===== src/rtl/pipeline_hazard_ctrl_pkg.sv =====
// Shared types and constants for the pipeline hazard controller.
package hazard_pkg;

    localparam int REG_ADDR_W = 5;
    localparam logic [REG_ADDR_W-1:0] ZERO_REG = '0;

    typedef enum logic [0:0] {
        RUN     = 1'b0,
        MD_BUSY = 1'b1
    } hz_state_e;

endpackage


===== src/rtl/pipeline_hazard_ctrl_if.sv =====
// Hazard-sense inputs, stall/flush controls and perf counters between the pipeline and the controller.
interface pipeline_hazard_ctrl_if
    import hazard_pkg::*;
#(
    parameter int PERF_W = 32
);
    logic [REG_ADDR_W-1:0] id_rs1;
    logic [REG_ADDR_W-1:0] id_rs2;
    logic                  id_use_rs1;
    logic                  id_use_rs2;
    logic [REG_ADDR_W-1:0] ex_rd;
    logic                  ex_mem_read;
    logic                  ex_muldiv;
    logic                  ex_redirect;
    logic                  imem_ready;

    logic                  pc_stall;
    logic                  if_id_stall;
    logic                  if_id_flush;
    logic                  id_ex_stall;
    logic                  id_ex_flush;
    logic                  ex_mem_flush;
    logic                  muldiv_busy;
    logic                  muldiv_done;
    logic [PERF_W-1:0]     perf_stall;
    logic [PERF_W-1:0]     perf_redirect;
    logic [PERF_W-1:0]     perf_loaduse;

    modport master (
        output id_rs1, id_rs2, id_use_rs1, id_use_rs2, ex_rd, ex_mem_read,
               ex_muldiv, ex_redirect, imem_ready,
        input  pc_stall, if_id_stall, if_id_flush, id_ex_stall, id_ex_flush,
               ex_mem_flush, muldiv_busy, muldiv_done,
               perf_stall, perf_redirect, perf_loaduse
    );

    modport slave (
        input  id_rs1, id_rs2, id_use_rs1, id_use_rs2, ex_rd, ex_mem_read,
               ex_muldiv, ex_redirect, imem_ready,
        output pc_stall, if_id_stall, if_id_flush, id_ex_stall, id_ex_flush,
               ex_mem_flush, muldiv_busy, muldiv_done,
               perf_stall, perf_redirect, perf_loaduse
    );

endinterface


===== src/rtl/pipeline_hazard_ctrl_perf_cnt.sv =====
// Saturating event counter: counts up on inc and sticks at all-ones.
module hazard_perf_cnt #(
    parameter int PERF_W = 32
) (
    input  logic              clk,
    input  logic              rst,
    input  logic              inc,
    output logic [PERF_W-1:0] count
);

    always_ff @(posedge clk or posedge rst) begin
        if (rst) begin
            count <= '0;
        end else if (inc && (count != '1)) begin
            count <= count + PERF_W'(1);
        end
    end

endmodule


===== src/rtl/pipeline_hazard_ctrl.sv =====
// Central stall/flush controller: load-use, EX redirect, mul/div occupancy and fetch wait,
// plus saturating performance counters.
module pipeline_hazard_ctrl
    import hazard_pkg::*;
#(
    parameter int MULDIV_LATENCY = 32,
    parameter int CNT_W          = $clog2(MULDIV_LATENCY + 1),
    parameter int PERF_W         = 32
) (
    input  logic                   clk,
    input  logic                   rst,
    pipeline_hazard_ctrl_if.slave  hz
);

    localparam bit MD_MULTI = (MULDIV_LATENCY >= 2);
    localparam logic [CNT_W-1:0] CNT_LOAD = CNT_W'(MD_MULTI ? MULDIV_LATENCY - 2 : 0);

    hz_state_e        state;
    logic [CNT_W-1:0] cnt;
    logic             busy_q;

    // Cycle 0 of a mul/div is spent in RUN, so the counter covers the remaining cycles minus the done cycle
    always_ff @(posedge clk or posedge rst) begin
        if (rst) begin
            state  <= RUN;
            cnt    <= '0;
            busy_q <= 1'b0;
        end else begin
            case (state)
                RUN: begin
                    if (hz.ex_muldiv && MD_MULTI) begin
                        state  <= MD_BUSY;
                        cnt    <= CNT_LOAD;
                        busy_q <= 1'b1;
                    end
                end
                MD_BUSY: begin
                    if (cnt != '0) begin
                        cnt <= cnt - CNT_W'(1);
                    end else begin
                        state  <= RUN;
                        busy_q <= 1'b0;
                    end
                end
                default: begin
                    state  <= RUN;
                    busy_q <= 1'b0;
                end
            endcase
        end
    end

    logic rs1_hit, rs2_hit, loaduse, md_hold, md_done;

    assign rs1_hit = hz.id_use_rs1 && (hz.id_rs1 == hz.ex_rd);
    assign rs2_hit = hz.id_use_rs2 && (hz.id_rs2 == hz.ex_rd);
    assign loaduse = hz.ex_mem_read && (hz.ex_rd != ZERO_REG) && (rs1_hit || rs2_hit);
    assign md_hold = ((state == RUN) && hz.ex_muldiv && MD_MULTI) ||
                     ((state == MD_BUSY) && (cnt != '0));
    assign md_done = ((state == RUN) && hz.ex_muldiv && !MD_MULTI) ||
                     ((state == MD_BUSY) && (cnt == '0));

    logic pc_stall_c, if_id_stall_c, if_id_flush_c, id_ex_stall_c, id_ex_flush_c, ex_mem_flush_c;
    logic redirect_c, loaduse_c;

    // Reset forces both pipeline registers to flush so nothing stale issues after release
    always_comb begin
        pc_stall_c     = 1'b0;
        if_id_stall_c  = 1'b0;
        if_id_flush_c  = 1'b0;
        id_ex_stall_c  = 1'b0;
        id_ex_flush_c  = 1'b0;
        ex_mem_flush_c = 1'b0;
        redirect_c     = 1'b0;
        loaduse_c      = 1'b0;
        if (rst) begin
            if_id_flush_c = 1'b1;
            id_ex_flush_c = 1'b1;
        end else if (md_hold) begin
            pc_stall_c     = 1'b1;
            if_id_stall_c  = 1'b1;
            id_ex_stall_c  = 1'b1;
            ex_mem_flush_c = 1'b1;
        end else if (hz.ex_redirect) begin
            if_id_flush_c = 1'b1;
            id_ex_flush_c = 1'b1;
            redirect_c    = 1'b1;
        end else if (loaduse) begin
            pc_stall_c    = 1'b1;
            if_id_stall_c = 1'b1;
            id_ex_flush_c = 1'b1;
            loaduse_c     = 1'b1;
        end else if (!hz.imem_ready) begin
            pc_stall_c    = 1'b1;
            if_id_flush_c = 1'b1;
        end
    end

    assign hz.pc_stall     = pc_stall_c;
    assign hz.if_id_stall  = if_id_stall_c;
    assign hz.if_id_flush  = if_id_flush_c;
    assign hz.id_ex_stall  = id_ex_stall_c;
    assign hz.id_ex_flush  = id_ex_flush_c;
    assign hz.ex_mem_flush = ex_mem_flush_c;
    assign hz.muldiv_busy  = busy_q;
    assign hz.muldiv_done  = md_done && !rst;

    hazard_perf_cnt #(.PERF_W(PERF_W)) u_perf_stall (
        .clk(clk), .rst(rst), .inc(pc_stall_c), .count(hz.perf_stall)
    );

    hazard_perf_cnt #(.PERF_W(PERF_W)) u_perf_redirect (
        .clk(clk), .rst(rst), .inc(redirect_c), .count(hz.perf_redirect)
    );

    hazard_perf_cnt #(.PERF_W(PERF_W)) u_perf_loaduse (
        .clk(clk), .rst(rst), .inc(loaduse_c), .count(hz.perf_loaduse)
    );

endmodule

===== src/flat_wrapper.sv =====
// flat-port wrapper written by rule: the top's interface ports become plain ports
module pipeline_hazard_ctrl_flat import hazard_pkg::*;
#(
    parameter int MULDIV_LATENCY = 32,
    parameter int CNT_W          = $clog2(MULDIV_LATENCY + 1),
    parameter int PERF_W         = 32
)
  (clk, rst, hz_id_rs1, hz_id_rs2, hz_id_use_rs1, hz_id_use_rs2, hz_ex_rd, hz_ex_mem_read, hz_ex_muldiv, hz_ex_redirect, hz_imem_ready, hz_pc_stall, hz_if_id_stall, hz_if_id_flush, hz_id_ex_stall, hz_id_ex_flush, hz_ex_mem_flush, hz_muldiv_busy, hz_muldiv_done, hz_perf_stall, hz_perf_redirect, hz_perf_loaduse);
  pipeline_hazard_ctrl_if #(.PERF_W(PERF_W)) hz_i ();
  input  logic clk;
  input  logic rst;
  input wire logic [$bits(hz_i.id_rs1)-1:0] hz_id_rs1;
  input wire logic [$bits(hz_i.id_rs2)-1:0] hz_id_rs2;
  input wire logic [$bits(hz_i.id_use_rs1)-1:0] hz_id_use_rs1;
  input wire logic [$bits(hz_i.id_use_rs2)-1:0] hz_id_use_rs2;
  input wire logic [$bits(hz_i.ex_rd)-1:0] hz_ex_rd;
  input wire logic [$bits(hz_i.ex_mem_read)-1:0] hz_ex_mem_read;
  input wire logic [$bits(hz_i.ex_muldiv)-1:0] hz_ex_muldiv;
  input wire logic [$bits(hz_i.ex_redirect)-1:0] hz_ex_redirect;
  input wire logic [$bits(hz_i.imem_ready)-1:0] hz_imem_ready;
  output wire logic [$bits(hz_i.pc_stall)-1:0] hz_pc_stall;
  output wire logic [$bits(hz_i.if_id_stall)-1:0] hz_if_id_stall;
  output wire logic [$bits(hz_i.if_id_flush)-1:0] hz_if_id_flush;
  output wire logic [$bits(hz_i.id_ex_stall)-1:0] hz_id_ex_stall;
  output wire logic [$bits(hz_i.id_ex_flush)-1:0] hz_id_ex_flush;
  output wire logic [$bits(hz_i.ex_mem_flush)-1:0] hz_ex_mem_flush;
  output wire logic [$bits(hz_i.muldiv_busy)-1:0] hz_muldiv_busy;
  output wire logic [$bits(hz_i.muldiv_done)-1:0] hz_muldiv_done;
  output wire logic [$bits(hz_i.perf_stall)-1:0] hz_perf_stall;
  output wire logic [$bits(hz_i.perf_redirect)-1:0] hz_perf_redirect;
  output wire logic [$bits(hz_i.perf_loaduse)-1:0] hz_perf_loaduse;
  assign hz_i.id_rs1 = hz_id_rs1;
  assign hz_i.id_rs2 = hz_id_rs2;
  assign hz_i.id_use_rs1 = hz_id_use_rs1;
  assign hz_i.id_use_rs2 = hz_id_use_rs2;
  assign hz_i.ex_rd = hz_ex_rd;
  assign hz_i.ex_mem_read = hz_ex_mem_read;
  assign hz_i.ex_muldiv = hz_ex_muldiv;
  assign hz_i.ex_redirect = hz_ex_redirect;
  assign hz_i.imem_ready = hz_imem_ready;
  assign hz_pc_stall = hz_i.pc_stall;
  assign hz_if_id_stall = hz_i.if_id_stall;
  assign hz_if_id_flush = hz_i.if_id_flush;
  assign hz_id_ex_stall = hz_i.id_ex_stall;
  assign hz_id_ex_flush = hz_i.id_ex_flush;
  assign hz_ex_mem_flush = hz_i.ex_mem_flush;
  assign hz_muldiv_busy = hz_i.muldiv_busy;
  assign hz_muldiv_done = hz_i.muldiv_done;
  assign hz_perf_stall = hz_i.perf_stall;
  assign hz_perf_redirect = hz_i.perf_redirect;
  assign hz_perf_loaduse = hz_i.perf_loaduse;
  pipeline_hazard_ctrl #(.MULDIV_LATENCY(MULDIV_LATENCY), .CNT_W(CNT_W), .PERF_W(PERF_W)) u_core (.clk(clk), .rst(rst), .hz(hz_i));
endmodule

===== config.mk =====
export PLATFORM = sky130hd
export DESIGN_NAME = pipeline_hazard_ctrl_flat
export DESIGN_NICKNAME = d
export VERILOG_FILES = /design/src/rtl/pipeline_hazard_ctrl_pkg.sv /design/src/rtl/pipeline_hazard_ctrl_if.sv /design/src/rtl/pipeline_hazard_ctrl_perf_cnt.sv /design/src/rtl/pipeline_hazard_ctrl.sv /design/src/flat_wrapper.sv
export SDC_FILE = /design/constraint.sdc
export NUM_CORES = 1
export LEC_CHECK = 0
export ABC_AREA = 0
export CAP_MARGIN = 20
export CORE_UTILIZATION = 50
export DETAILED_ROUTE_END_ITERATION = 7
export HOLD_SLACK_MARGIN = 0.12
export PLACE_DENSITY = 0.8
export SYNTH_ARGS = -nofsm -noshare
export SYNTH_HDL_FRONTEND = slang
export SYNTH_SLANG_ARGS = --single-unit

===== constraint.sdc =====
create_clock -name clk -period 6.9 [get_ports clk]
set_input_delay 0.69 -clock clk [delete_from_list [all_inputs] [get_ports clk]]
set_output_delay 0.69 -clock clk [all_outputs]
set_load 0.02 [all_outputs]

Yosys cells after proc, flatten, opt, wreduce, memory -nomap -nowiden

Index checks and enable logic that the tools add are counted.

$lt $le $gt $ge: 0
Shift operators: 0
$mul: 0
Divide/modulo/power cells: 0
Equal/unequal tests: 8
Reductions and logical operators: 19
Add/sub/neg operators: 4
Bitwise operators: 1
Mux-type cells: 32

Operators with widths:

| cell                  | count |
|---|---|
| $add 32x1->32 const B | 3 |
| $ne 32x32->1 const B  | 3 |
| $mux 1                | 27 |
| $mux 6                | 2 |
| $pmux 6 s2            | 1 |
| $logic_and 1x1->1     | 11 |
| $eq 5x5->1            | 2 |
| $logic_not 6->1       | 1 |
| $ne 2x2->1 const B    | 3 |
| $reduce_bool 6->1     | 1 |
| $sub 6x1->6 const B   | 1 |
| $reduce_bool 5->1     | 1 |
| $pmux 1 s2            | 2 |
| $reduce_and 2->1      | 2 |
| $logic_or 1x1->1      | 2 |
| $logic_not 1->1       | 1 |
| $not 1->1             | 1 |

Word-level logic and storage cells: 70
Memories: 0
Bits in read-only memories: 0
RAM bits: 0
Bits in latches: 0
Output and inout bits: 104
Register bits after elaboration: 104
Bits of input ports: 23

Logic depth before layout (Yosys ltp)

Word-level depth: 9
Depth in mapped cells: 10
Depth with buffers taken out: 8

By module

A second synthesis with hierarchy kept.

Cell total of the unflattened synthesis: 503
Area, all modules: 5401.4 um^2

By module, submodules not included:

| module                                       | area each (um^2) | cells an instance | seq. area each (um^2) | instances |
|---|---|---|---|---|
| hazard_perf_cnt at u_core.u_perf_loaduse ... | 1561.5           | 139               | 800.8                 | 2 |
| hazard_perf_cnt at u_core.u_perf_redirect    | 1635.3           | 153               | 800.8                 | 1 |
| pipeline_hazard_ctrl                         | 643.1            | 72                | 200.2                 | 1 |

Worst setup path before layout

OpenSTA, ideal clock, no wires.

Path type: input to output
Start point: input port rst
End point: output port hz_pc_stall
Arrival: 3.811 ns
Buffers on the path: 1
Slack: 2.399 ns
Cell stages on the path: 4
Data required time: 6.210 ns
Cell sequence: inv_1 -> a22oi_1 -> buf_2 -> inv_1

Cells in the longest elaborated chain, start to end: 1

RTL lines:

| element            | line                       | source |
|---|---|---|
| start: declaration | flat_wrapper.sv:11         | `input logic rst;` |
| $mux 1             | pipeline_hazard_ctrl.sv:76 | `if (rst) begin` |
| end: declaration   | flat_wrapper.sv:21         | `output wire logic [$bits(hz_i.pc_stall)-1:0] hz_pc_stall;` |

No other way between the ends.

Worst setup path after layout

Start point: input port hz_ex_rd[1]
End point: output port hz_pc_stall

Cells in the longest elaborated chain, start to end: 8
Elaborated cells on any way between the ends: 12
Those cells by class: 2 x eq/ne; 4 x mux; 6 x reduce/logical

RTL lines:

| element                              | line                                                   | source |
|---|---|---|
| start: declaration                   | flat_wrapper.sv:16                                     | `input wire logic [$bits(hz_i.ex_rd)-1:0] hz_ex_rd;` |
| $eq 5x5->1 (on tied branches)        | pipeline_hazard_ctrl.sv:55, pipeline_hazard_ctrl.sv:56 |  |
| $logic_and 1x1->1 (on tied branches) | pipeline_hazard_ctrl.sv:55, pipeline_hazard_ctrl.sv:56 |  |
| $logic_or 1x1->1                     | pipeline_hazard_ctrl.sv:57                             | `assign loaduse = hz.ex_mem_read && (hz.ex_rd != ZERO_REG) && (rs1_hit \|\| rs2_hit);` |
| $logic_and 1x1->1 *                  | pipeline_hazard_ctrl.sv:57                             |  |
| $mux 1 *                             | pipeline_hazard_ctrl.sv:88                             | `end else if (loaduse) begin` |
| $mux 1 *                             | pipeline_hazard_ctrl.sv:84                             | `end else if (hz.ex_redirect) begin` |
| $mux 1 *                             | pipeline_hazard_ctrl.sv:79                             | `end else if (md_hold) begin` |
| $mux 1 *                             | pipeline_hazard_ctrl.sv:76                             |  |

Every way passes the cells marked *; elsewhere a longest branch is shown, timed or not.

==> metrics.txt <==
outcome completed; Routed WL per cell 15.4 um; synthesis-to-finish area growth 29.9%; largest family of logic cells by synthesized area simple AND/OR/NAND/NOR gates; part of the Yosys area used for sequential elements 49.0%; antenna violations before repair 0; number of rows created at floorplan 37; Final ANT Viol Nets 0; number of buffers added by the clock tree synthesis step 9; post-synthesis cell type count 47; Congestion Overflow GR 0; Most common cell on crit path sky130_fd_sc_hd__clkdlybuf4s50_1; cell with the largest stage delay on the worst path sky130_fd_sc_hd__or4_1; Worst-path clk slew 100 ps; required time worst endpoint 6210 ps; fill count 834; logic gate share of total power 25.1%; TritonCTS clock tree yes; nature of the critical path startpoint primary input; startpoint of the worst setup timing path hz_ex_rd[1]; met1 GRT Util 28.2%; critical path arrival 3170 ps; switching portion of total power 32.5%; Max Slew Vio Count 0; overall routed net length 12,200 um; number of search-and-repair iterations in the first detailed-routing pass 4; via count 4,437; count of mapped cells out of synthesis 525; H-Tree Level Count 3; number of flops mapped to enable cells by yosys 0; Post-Synth Simple-Gate Area 26.4%; share of total power in sequential cells 49.6%; pwr/cell area 222 nW/um^2; cts-stage hold buffer count 0; CP cell instances clkdlybuf4s50_1 > or4_1 > o21ai_1 > nor3_1 > a22oi_2 > buf_4 > inv_1 > clkdlybuf4s50_1; fraction of final layout cells with drive strength greater than 1 5.34%; Total GRT Usage 23.0%; cell type contributing the most total cell area after synthesis sky130_fd_sc_hd__dfrtp_1; Net count, final 678; critical path fanouts, max 32; post-synthesis async set-or-reset flop share 100%; Worst Tran Pin Value 907 ps; CP bufs+invs 4; MaxCap Viol Count 0; final count of negative-setup-slack endpoints 0; number of remaining DRC errors 0; clock power share 25.3%; relative slew slack 39.0%; clock buffer depth 2; post-synth net total 553; met3 Usage GRT 6.99%; minimum setup slack after placement 3060 ps; Synth Area in Compound Gates 2.85%; startpoint of the worst-slack reg-to-reg timing path u_core.cnt[0]; Net Switching 0.497 mW; total area of multi-input combinational cells 2580 sq um; start point of the worst min-delay path u_core.u_perf_loaduse.count[29]; capturing element type of the critical path output port; internal power component 1.03 mW; number of setup buffers added after CTS 0; family with the most delay on the worst path buffers and inverters; die area 11,000 sq um; busiest layer in global routing met2; Iteration-0 DRC Markers 211; largest net degree at the start of global routing 60; width of the chip 105 um; storage element area 2600 sq um; Min-Delay Path Class reg -> reg; global-route wire length before repair 20,500 um; RD Place Congestion 0.858; CTS sink count 104; via count of the first global-routing pass 4,435; f_max 259 MHz; final critical-path setup slack 3040 ps; final critical-path share of the clock period 55.9%; fraction of synthesized cell area in xor and xnor cells 17.3%; minimum period implied by the final worst setup slack 3860 ps; number of flip-flops and latches in the synthesized netlist 104; vertical die dimension 105 um; commonest non-fill, non-tap cells in the layout 126 x sky130_fd_sc_hd__clkdlybuf4s50_1, 104 x sky130_fd_sc_hd__dfrtp_1, 53 x sky130_fd_sc_hd__xnor2_1; Final TNS setup 0 ps; starting density of the core 51.4%; number of cells upsized or downsized after cts 0; antenna diode count 0; setup repair after global routing missed its margin false; count of input and output buffers 126; total standard cell area after synthesis 5310 sq um; Post-Synth Adder-Cell Area 1.18%; Floorplan Core Area 10,300 sq um; Leakage 2.91 nW; final number of hold-violating endpoints 0; most frequent standard cell in the layout excluding fill and tap cells sky130_fd_sc_hd__clkdlybuf4s50_1; master cell of the clock root buffer sky130_fd_sc_hd__clkbuf_8; most used flip-flop cell after synthesis sky130_fd_sc_hd__dfrtp_1; Post-Synthesis Mean Instance Area 10.1 sq um; kind of critical path in -> out; met2 GRT Util 39.7%; count of yosys warnings during synthesis 0; via/cell ratio 5.61; fraction of synthesized area in multiplexers 0.707%; proportion of netlist area held by the largest area contributor 49.0%; biggest area contributors in the synthesized netlist sky130_fd_sc_hd__dfrtp_1 49%, sky130_fd_sc_hd__xnor2_1 8.7%, sky130_fd_sc_hd__xor2_1 8.6%, sky130_fd_sc_hd__nand3_1 4.1%, sky130_fd_sc_hd__nand2_1 3.6%; Critical Path Max Stage Delay 560 ps; detailed placer's ending HPWL 9030 um; ports placed on the boundary 127; clock latency on the worst-skew pair 360 ps; Final Skew 14.2 ps; peak ir drop on the vdd network 124 uV
[worst paths after layout]
path | slack [ps] | endpoint | cells past startpoint
setup / recovery | 3040 | hz_pc_stall | 8
hold / removal | 490 | u_core.u_perf_loaduse.count[29] | 1
setup reg to reg | 3830 | u_core.u_perf_loaduse.count[16] | 8
hold reg to reg | 490 | u_core.u_perf_loaduse.count[29] | 1
max in group asynchronous | 4900 | u_core.u_perf_loaduse.count[15] | 3
min in group asynchronous | 860 | u_core.u_perf_redirect.count[27] | 2
[through the flow]
step           area (sq um)  hold slack (ps)  total power, mW  instances  util (%)
5_1_grt                6900              516             1.61        791      66.8
2_1_floorplan          5310              480            0.980        525         -
3_5_place_dp           6690              477             1.16        775      64.8
4_1_cts                6900              491             1.54        791      66.8
3_3_place_gp           6690              472             1.14        775      64.8
6_report               6900              486             1.53        791      66.8
[power by group through the flow]
stage	registers [mW]	logic (mW)	clock network, mW
after floorplan	0.810	0.170	0
after global routing	0.769	0.420	0.423
final	0.758	0.384	0.386
after CTS	0.758	0.388	0.395
after detailed placement	0.770	0.387	0
after global placement	0.767	0.375	0
[sequential cells by signal, indices dropped and copies added, names as in the netlist]
name and count:
u_core.state 1, u_core.u_perf_loaduse.count 32, u_core.u_perf_stall.count 32, u_core.cnt 6, u_core.hz.muldiv_busy 1, u_core.u_perf_redirect.count 32
[cells by family after synthesis]
kind of cell	count (synthesis)
buf+inv	30
simple gates	255
fa+ha+maj	5
compound gates	23
flops	104
xor+xnor	105
mux	3
[final cells by class]
type	count	share of cell area, %
timing repair buffer	129	18.6
multi-input combinational	391	37.4
tap	136	2.47
clock inverter	6	1.11
inverter	15	0.853
clock buffer	10	1.85
sequential	104	37.7
[layer usage]
layer,part of all wire (%),vias to the layer above,routed length [um]
li1,-,2108,-
met1,42,2189,5170
met2,51,122,6170
met3,5.8,18,702
met4,1.2,0,147
met5,0,-,0
[synth_stat cells (3+ instances only)]
cell type                  number
sky130_fd_sc_hd__or2_2          3
sky130_fd_sc_hd__xor2_1        52
sky130_fd_sc_hd__nand4_1       28
sky130_fd_sc_hd__nor4b_1        3
sky130_fd_sc_hd__ha_1           5
sky130_fd_sc_hd__nor3b_1        3
sky130_fd_sc_hd__and3_1        18
sky130_fd_sc_hd__nor4_1        17
sky130_fd_sc_hd__and4_1        10
sky130_fd_sc_hd__a21oi_1        8
sky130_fd_sc_hd__o21ai_0        4
sky130_fd_sc_hd__dfrtp_1      104
sky130_fd_sc_hd__nand3_1       43
sky130_fd_sc_hd__a21o_1         3
sky130_fd_sc_hd__clkbuf_1       6
sky130_fd_sc_hd__nand2_1       51
sky130_fd_sc_hd__xnor2_1       53
sky130_fd_sc_hd__nor3_1        37
sky130_fd_sc_hd__buf_2          5
sky130_fd_sc_hd__or4_1          3
sky130_fd_sc_hd__nor2_1        25
sky130_fd_sc_hd__inv_1         15
Note: power is estimated with default switching activity, not from simulation.
